==> config.mk <==
export PLATFORM = sky130hd
export DESIGN_NAME = highmapper_n
export DESIGN_NICKNAME = d
export VERILOG_FILES = /design/src/rtl/highmapper_pkg.sv /design/src/rtl/highmapper_decode.sv /design/src/rtl/highmapper_n.sv
export SDC_FILE = /design/constraint.sdc
export NUM_CORES = 1
export LEC_CHECK = 0
export CORE_AREA = 2 2 194 196
export DETAILED_ROUTE_END_ITERATION = 10
export DIE_AREA = 0 0 196 198
export PLACE_DENSITY = 0.49
export SYNTH_ARGS = -nofsm -noshare
export SYNTH_HDL_FRONTEND = slang
export SYNTH_HIERARCHICAL = 1
export SYNTH_SLANG_ARGS = --single-unit
==> constraint.sdc <==
create_clock -name clk -period 1.8 [get_ports clk]
set_input_delay 0.36 -clock clk [delete_from_list [all_inputs] [get_ports clk]]
set_output_delay 0.36 -clock clk [all_outputs]
set_load 0.02 [all_outputs]
==> src/rtl/highmapper_pkg.sv <==
// Shared types and limits for the highmapper_n address router.
package highmapper_pkg;

  typedef enum logic [1:0] {
    IDLE = 2'd0,
    REQ  = 2'd1,
    DONE = 2'd2
  } state_t;

  localparam logic [31:0] ERR_DATA_DEF = 32'hDEAD_BEEF;
  localparam int unsigned MAX_NCH      = 8;

endpackage

==> src/rtl/highmapper_decode.sv <==
// Combinational base/mask region matcher; lowest-index hit wins.
module highmapper_decode #(
  parameter int unsigned       NCH      = 4,
  parameter logic [NCH*32-1:0] BASE_VEC = '0,
  parameter logic [NCH*32-1:0] MASK_VEC = '0
) (
  input  logic [31:0]    a,
  output logic [NCH-1:0] hit,
  output logic           unmapped
);

  // Priority scan: the first matching region claims the address.
  always_comb begin
    hit      = '0;
    unmapped = 1'b1;
    for (int unsigned i = 0; i < NCH; i++) begin
      if (unmapped &&
          ((a & MASK_VEC[32*i +: 32]) == (BASE_VEC[32*i +: 32] & MASK_VEC[32*i +: 32]))) begin
        hit[i]   = 1'b1;
        unmapped = 1'b0;
      end
    end
  end

endmodule

==> src/rtl/highmapper_n.sv <==
// Registered address router: one master to NCH slave channels via a
// base/mask region table. Unmapped accesses end with a bus error.
// Optional HIGHMAPPER_TIMEOUT_EN aborts hung slave accesses after TIMEOUT_CYC.
module highmapper_n
  import highmapper_pkg::*;
#(
  parameter int unsigned       NCH         = 4,
  parameter logic [NCH*32-1:0] BASE_VEC    = {32'h3000_0000, 32'h2000_0000,
                                              32'h1000_0000, 32'h0000_0000},
  parameter logic [NCH*32-1:0] MASK_VEC    = {4{32'hF000_0000}},
  parameter logic [31:0]       ERR_DATA    = ERR_DATA_DEF,
  parameter int unsigned       TIMEOUT_CYC = 1024
) (
  input  logic              clk,
  input  logic              rst,
  input  logic [31:0]       a,
  input  logic [31:0]       d,
  input  logic              we,
  input  logic              rd,
  output logic [31:0]       spo,
  output logic              ready,
  output logic              err,
  output logic [NCH*32-1:0] s_a,
  output logic [NCH*32-1:0] s_d,
  output logic [NCH-1:0]    s_we,
  output logic [NCH-1:0]    s_rd,
  input  logic [NCH*32-1:0] s_spo,
  input  logic [NCH-1:0]    s_ready
);

  if (NCH < 1 || NCH > MAX_NCH || TIMEOUT_CYC < 2) begin : g_bad_params
    $error("highmapper_n: illegal NCH or TIMEOUT_CYC");
  end

  state_t          state, next_state;
  logic [31:0]     a_q, d_q;
  logic            we_q, rd_q;
  logic [NCH-1:0]  sel_q;
  logic [NCH-1:0]  hit;
  logic            unmapped;
  logic            req;
  logic            sel_ready;
  logic [31:0]     sel_spo;
  logic            tmo_hit;

  highmapper_decode #(
    .NCH      (NCH),
    .BASE_VEC (BASE_VEC),
    .MASK_VEC (MASK_VEC)
  ) u_decode (
    .a        (a),
    .hit      (hit),
    .unmapped (unmapped)
  );

  assign req = rd | we;

`ifdef HIGHMAPPER_TIMEOUT_EN
  localparam int unsigned CW = $clog2(TIMEOUT_CYC);
  logic [CW-1:0] tmo_cnt;

  // Wait counter: zero outside REQ, so it is clear on every REQ entry.
  always_ff @(posedge clk) begin
    if (rst || state != REQ) tmo_cnt <= '0;
    else                     tmo_cnt <= tmo_cnt + 1'b1;
  end

  assign tmo_hit = (tmo_cnt == CW'(TIMEOUT_CYC - 1));
`else
  assign tmo_hit = 1'b0;
`endif

  // Select the latched channel's ready and read data.
  always_comb begin
    sel_ready = 1'b0;
    sel_spo   = '0;
    for (int unsigned i = 0; i < NCH; i++) begin
      if (sel_q[i]) begin
        sel_ready = s_ready[i];
        sel_spo   = s_spo[32*i +: 32];
      end
    end
  end

  // State register.
  always_ff @(posedge clk) begin
    if (rst) state <= IDLE;
    else     state <= next_state;
  end

  // Next-state logic; slave ready beats a same-cycle timeout.
  always_comb begin
    next_state = state;
    case (state)
      IDLE:    if (req) next_state = unmapped ? DONE : REQ;
      REQ:     if (sel_ready || tmo_hit) next_state = DONE;
      DONE:    next_state = IDLE;
      default: next_state = IDLE;
    endcase
  end

  // Request latch and response capture.
  always_ff @(posedge clk) begin
    if (rst) begin
      a_q   <= '0;
      d_q   <= '0;
      we_q  <= 1'b0;
      rd_q  <= 1'b0;
      sel_q <= '0;
      spo   <= '0;
      err   <= 1'b0;
    end else begin
      case (state)
        IDLE: begin
          if (req) begin
            a_q   <= a;
            d_q   <= d;
            we_q  <= we;
            rd_q  <= rd & ~we;
            sel_q <= hit;
            if (unmapped) begin
              spo <= ERR_DATA;
              err <= 1'b1;
            end
          end
        end
        REQ: begin
          if (sel_ready) begin
            spo <= rd_q ? sel_spo : '0;
            err <= 1'b0;
          end else if (tmo_hit) begin
            spo <= ERR_DATA;
            err <= 1'b1;
          end
        end
        default: ;
      endcase
    end
  end

  // Slave-side outputs are pure decodes of registered state.
  always_comb begin
    ready = (state == DONE);
    s_we  = (state == REQ) ? (sel_q & {NCH{we_q}}) : '0;
    s_rd  = (state == REQ) ? (sel_q & {NCH{rd_q}}) : '0;
    s_a   = {NCH{a_q}};
    s_d   = {NCH{d_q}};
  end

endmodule

==> results.yml, run 1 <==
clocking:
  cts_made_buffers: 9
  cts_root_buf: "clkbuf_16"
  h-tree-depth: 3
  cts.sinks: 105
  ctsHoldBuffers: 0
  cts_tree: "built"
  worstSkewPairLatency_ns: 0.35
  path_clk_slew_ns: 0.08
  clockBufferDepth: 2
synth:
  synth_simple_gate_area_frac: 0.156
  synthXorXnorAreaFrac: 0
  ys_ff_latch: 105
  netlist_instances: 730
  synth_warnings: 6
  synth.distinct_cells: 34
  synth_common_cells: "192 x buf_4, 148 x nand2_1, 105 x dfxtp_1"
  seq_area_frac_synth: 0.361
  synth_mux_area_frac: 0
  netlist_area_sq_mm: 0.00583
  avgSynthCellArea_sq_um: 7.98
  syn_nets: 930
  synth_edf_count: 0
  async_reset_ff_frac: 0
  synth_area_leaders: "dfxtp_1 36%, buf_4 25%, nand2_1 9.5%, a21oi_1 6.7%, a221oi_1 4.7%"
  synth_top_family_by_area: "buffers and inverters"
  yosys.area.top_type: "dfxtp_1"
  ys.flop_type: "dfxtp_1"
  synth.most_common_cell: "buf_4"
  yosysTopAreaCellShare: 0.361
  synth_compound_gate_area_share: 0.201
  synthAdderAreaFrac: 0
grt:
  grt_pass1_wl_um: 37200
  grt_pass1_vias: 5879
  grt_max_degree: 69
  antenna_found_initial: 1
  overflow: 0
  track_usage: 0.127
timing:
  fmax_mhz: 543
  rsz0062_at_grt: "yes"
  fin_hold_ws_ns: 0.462
  maxSlewViolCount: 0
  maxSlewHeadroom: 0.643
  hold_violations: 0
  worstMarginPinSlew_ns: 0.536
  fin_crit_sh: 1.02
  finalWorstSetupSlack_ns: -0.0429
  fin_skew_ns: 0.00944
  timing.final.crit_period_ns: 1.84
  finalSetupViolCount: 8
worst_setup_path:
  r2r_start: "sel_q[1]"
  cp.arrival_ns: 2.13
  reg2regPathDepth: 6
  worst-setup-path-type: "reg2reg"
  required_ns: 2.09
  cp_max_fo: 8
  worstSetupStartpointType: "flop"
  critical_path.startpoint: "sel_q[1]"
  end_kind: "flop"
cells_and_area:
  layout.cells.non_filler: 1521
  fin_nets: 1242
  syn_to_final_growth_pct: 82.0
  n_fill_cell: 4046
  drive_gt1_frac: 0.0965
  antenna_cells: 0
placed_design:
  placed_cells: 1502
  gp_congestion: 0.741
  portBuffers: 497
  dp_slack_ns: -0.528
  hpwl_um: 20400
floorplan:
  ios: 498
  die_w_um: 196
  coreArea_sq_mm: 0.0370
  die_h_um: 198
  die-area_sq_mm: 0.0388
  rows: 71
  start_util: 0.158
hold_path:
  min_from: "spo[29]"
  hold_path_class: "reg2reg"
  hold_path_depth: 2
drt:
  first_iter_violations: 164
  num_vias: 6127
  postRouteAntennaNets: 0
  via_per_inst: 4.03
  routed_wirelength_um: 26300
  drc_errors: 0
  wire_per_inst_um: 17.3
  drtPass1Iterations: 4
power_and_ir_drop:
  cellPowerDensity_mw_per_mm2: 704
  peakVddDrop_v: 0.000398
  cellLeakagePower_uw: 0.00555
outcome:
  violations: "setup timing"
  status: "finished with violations"
job:
  cap_viol_max_count: 0
[timing repair]
item | in CTS | in global routing
pin swaps | 5 | 8
setup endpoints to repair | 222 | 107
gates cloned | 1 | 1
buffers inserted | 0 | 1
gates resized for setup | 207 | 87
[registers in the layout, summed over array words and instances, names as in the netlist]
| signal | count |
|---|---|
| a_q | 32 |
| d_q | 32 |
| spo | 32 |
| sel_q | 4 |
| state | 2 |
| err | 1 |
| rd_q | 1 |
| we_q | 1 |
[cell families (layout without fill, tap and decap cells)]
group	count (synthesis)	in the layout
flip-flops	105	105
AO/OA/AOI/OAI	177	177
buffers and inverters	242	559
AND/OR/NAND/NOR	206	206
[power by group]
| group | internal (uW) | switching [uW] | total (uW) |
|---|---|---|---|
| combinational | 1340 | 1430 | 2780 |
| clock | 982 | 965 | 1950 |
| sequential | 2520 | 219 | 2740 |
[area by class of cell]
cell class | count | area (sq um) | share of cell area
clock buffer | 10 | 239 | 0.0225
clock inverter | 6 | 42.5 | 0.00401
inverter | 2 | 7.51 | 0.000708
multi-input combinational | 383 | 2170 | 0.205
sequential | 105 | 2110 | 0.199
tap | 474 | 593 | 0.0559
timing repair buffer | 541 | 5440 | 0.513
[placed cells by master, fill, tap and decap left out, types with 5 or more instances in the layout]
| cell type | netlist | final |
|---|---|---|
| buf_2 | 0 | 7 |
| clkbuf_16 | 0 | 10 |
| nor3_1 | 23 | 23 |
| nand2_1 | 148 | 147 |
| dlygate4sd2_1 | 0 | 158 |
| nor2_1 | 6 | 5 |
| and3_1 | 7 | 7 |
| buf_12 | 0 | 13 |
| clkdlybuf4s50_1 | 0 | 256 |
| dfxtp_1 | 105 | 97 |
| a221oi_1 | 31 | 29 |
| buf_4 | 192 | 30 |
| dlymetal6s2s_1 | 0 | 73 |
| a21oi_1 | 78 | 74 |
| o22ai_1 | 31 | 31 |
| dfxtp_2 | 0 | 7 |
| o22a_1 | 24 | 24 |
[per-stage QoR]
stage	TNS, ns	utilization	power, uW	cell area [sq um]
final	-0.166	0.287	7470	10600
after global routing	-0.636	0.287	7890	10600
after CTS	-0.0517	0.280	7660	10300
after detailed placement	-15.44	0.277	5830	10300
after global placement	-14.64	0.277	5810	10300
after floorplan	-0.0363	-	4400	5840
[metal layers]
metal  track usage  routed length [um]  up-vias
li1              -                   -     2954
met1         0.150               10800     2830
met5             0                  12        -
met4        0.0368                 337        2
met3        0.0368                2040       15
met2         0.223               13100      326
[worst max-delay path: stages, from the launching register on]
cell	delay, ns
dfxtp_4	0.37
nand3b_4	0.16
a211oi_4	0.29
a22oi_2	0.15
buf_12	0.16
or4_4	0.50
a21oi_2	0.14
[path summary, 6_finish.rpt]
kind         endpoint  slack (ns)
max           spo[14]       -0.04
min           spo[29]        0.46
max reg2reg   spo[14]       -0.04
min reg2reg   spo[29]        0.46
No activity file was read; power rests on OpenSTA's default activity.
==> run 2: changes to the inputs <==
- ABC_CLOCK_PERIOD_IN_PS: unset -> 1800
==> results of run 2 <==
Same layout as run 1: the final DEF is identical, and so are final timing and power.
==> run 3: changes to the inputs <==
- REMOVE_ABC_BUFFERS: unset -> 1
==> results.yml, run 3 (same netlist as run 1, synthesis figures left out) <==
clocking:
  h-tree-depth: 3
  worstSkewPairLatency_ns: 0.36
  path_clk_slew_ns: 0.08
  cts_root_buf: "clkbuf_16"
  cts_tree: "built"
  cts_made_buffers: 9
  cts.sinks: 105
  clockBufferDepth: 2
worst_setup_path:
  crit_buf_inv: 2
  cp.arrival_ns: 2.09
  end_kind: "flop"
  critPathTopFamily: "buffers and inverters"
  max_stage_delay_ns: 0.52
  path_cells: "clkdlybuf4s50_1, nor2b_1, a211oi_4, a22oi_2, buf_12, or4_1, a21oi_2"
  required_ns: 2.09
  worst-setup-path-type: "in2reg"
  cp_max_fo: 9
  worstSetupStartpointType: "input pin"
  critPathSlowestCell: "or4_1"
drt:
  wire_per_inst_um: 17.0
  postRouteAntennaNets: 0
  drc_errors: 0
  routed_wirelength_um: 26000
  drtPass1Iterations: 6
  via_per_inst: 4.03
  num_vias: 6165
  first_iter_violations: 156
cells_and_area:
  drive_gt1_frac: 0.0947
  fin_nets: 1251
  largestRegisters: "a_q: 32 flops, d_q: 32 flops, spo: 32 flops"
  antenna_cells: 0
  mostFrequentLayoutCell: "clkdlybuf4s50_1"
  syn_to_final_growth_pct: 81.6
  n_fill_cell: 4012
  layout.cells.non_filler: 1530
  final_cell_mix: "250 x clkdlybuf4s50_1, 168 x dlygate4sd2_1, 148 x nand2_1"
  final_util: 0.286
grt:
  track_usage: 0.124
  grt_pass1_wl_um: 36900
  antenna_found_initial: 0
  grt_max_degree: 64
  grt_pass1_vias: 6306
  overflow: 0
timing:
  timing.final.crit_period_ns: 1.80
  finalSetupViolCount: 1
  fmax_mhz: 554
  worstMarginPinSlew_ns: 0.388
  maxSlewHeadroom: 0.741
  fin_crit_sh: 1.00
  rsz0062_at_grt: "yes"
  finalWorstSetupSlack_ns: -0.00431
  maxSlewViolCount: 0
  fin_skew_ns: 0.0112
  hold_violations: 0
hold_path:
  hold_path_class: "in2reg"
outcome:
  status: "finished with violations"
  violations: "setup timing"
power_and_ir_drop:
  cellPowerDensity_mw_per_mm2: 705
  peakVddDrop_v: 0.000402
  total_power_uw: 7460
  cellLeakagePower_uw: 0.00554
floorplan:
  coreArea_sq_mm: 0.0370
  start_util: 0.158
  die_w_um: 196
  rows: 71
  die-area_sq_mm: 0.0388
  die_h_um: 198
  ios: 498
job:
  cap_viol_max_count: 0
placed_design:
  gp_congestion: 0.735
  placed_cells: 1510
  portBuffers: 497
  hpwl_um: 20000
[run 3: layer usage]
| layer | wire (um) | share of wire | global-route usage |
|---|---|---|---|
| met5 | 0 | 0 | 0 |
| met2 | 12500 | 0.48 | 0.213 |
| met3 | 2370 | 0.091 | 0.0412 |
| met1 | 10700 | 0.41 | 0.146 |
| met4 | 502 | 0.019 | 0.0384 |
[run 3: stage by stage]
| step | worst slack (ns) | hold WS, ns | setup TNS, ns | instance area [sq um] |
|---|---|---|---|---|
| CTS | -0.0285 | 0.420 | -0.158 | 10400 |
| finish | -0.00431 | 0.453 | -0.00431 | 10600 |
| global placement | -0.490 | 0.445 | -11.45 | 10300 |
| global route | -0.0789 | 0.446 | -0.473 | 10600 |
| floorplan | -1.29 | 0.429 | -113.77 | 4190 |
| detailed placement | -0.525 | 0.447 | -11.98 | 10300 |
[run 3: worst reg2reg max path: stages, from the launching register on]
cell	delay, ns
dfxtp_2	0.35
nor2b_1	0.16
a211oi_4	0.26
a22oi_2	0.14
buf_12	0.15
or4_1	0.53
a21oi_2	0.14
[run 3: final timing paths]
check | startpoint | end | slack (ns) | depth (start not counted)
worst max-delay path | s_ready[3] | spo[14] | -0.004 | 7
worst min-delay path | rst | sel_q[1] | 0.45 | 3
worst max register to register | sel_q[3] | spo[14] | 0.01 | 6
worst min register to register | spo[29] | spo[29] | 0.46 | 2
[run 3: area by class of cell]
| class | count | area, sq um | share of cell area |
|---|---|---|---|
| Multi-Input combinational cell | 383 | 2140 | 0.202 |
| Clock buffer | 11 | 243 | 0.0229 |
| Sequential cell | 105 | 2110 | 0.199 |
| Tap cell | 474 | 593 | 0.0561 |
| Clock inverter | 5 | 38.8 | 0.00367 |
| Inverter | 2 | 7.51 | 0.000710 |
| Timing Repair Buffer | 550 | 5450 | 0.515 |
[run 3: timing repair]
action                                 CTS  global route
gates cloned                             0             1
endpoints found under the hold margin    0             0
gates resized for setup                208            80
setup endpoints to repair              204           101
pin swaps                                4             4
hold buffers                             0             0
buffers inserted                         2             1
[run 3: report_power, final]
group	switching [uW]	internal (uW)	total [uW]
Combinational	1440	1350	2790
Clock	947	990	1940
Sequential	214	2520	2740
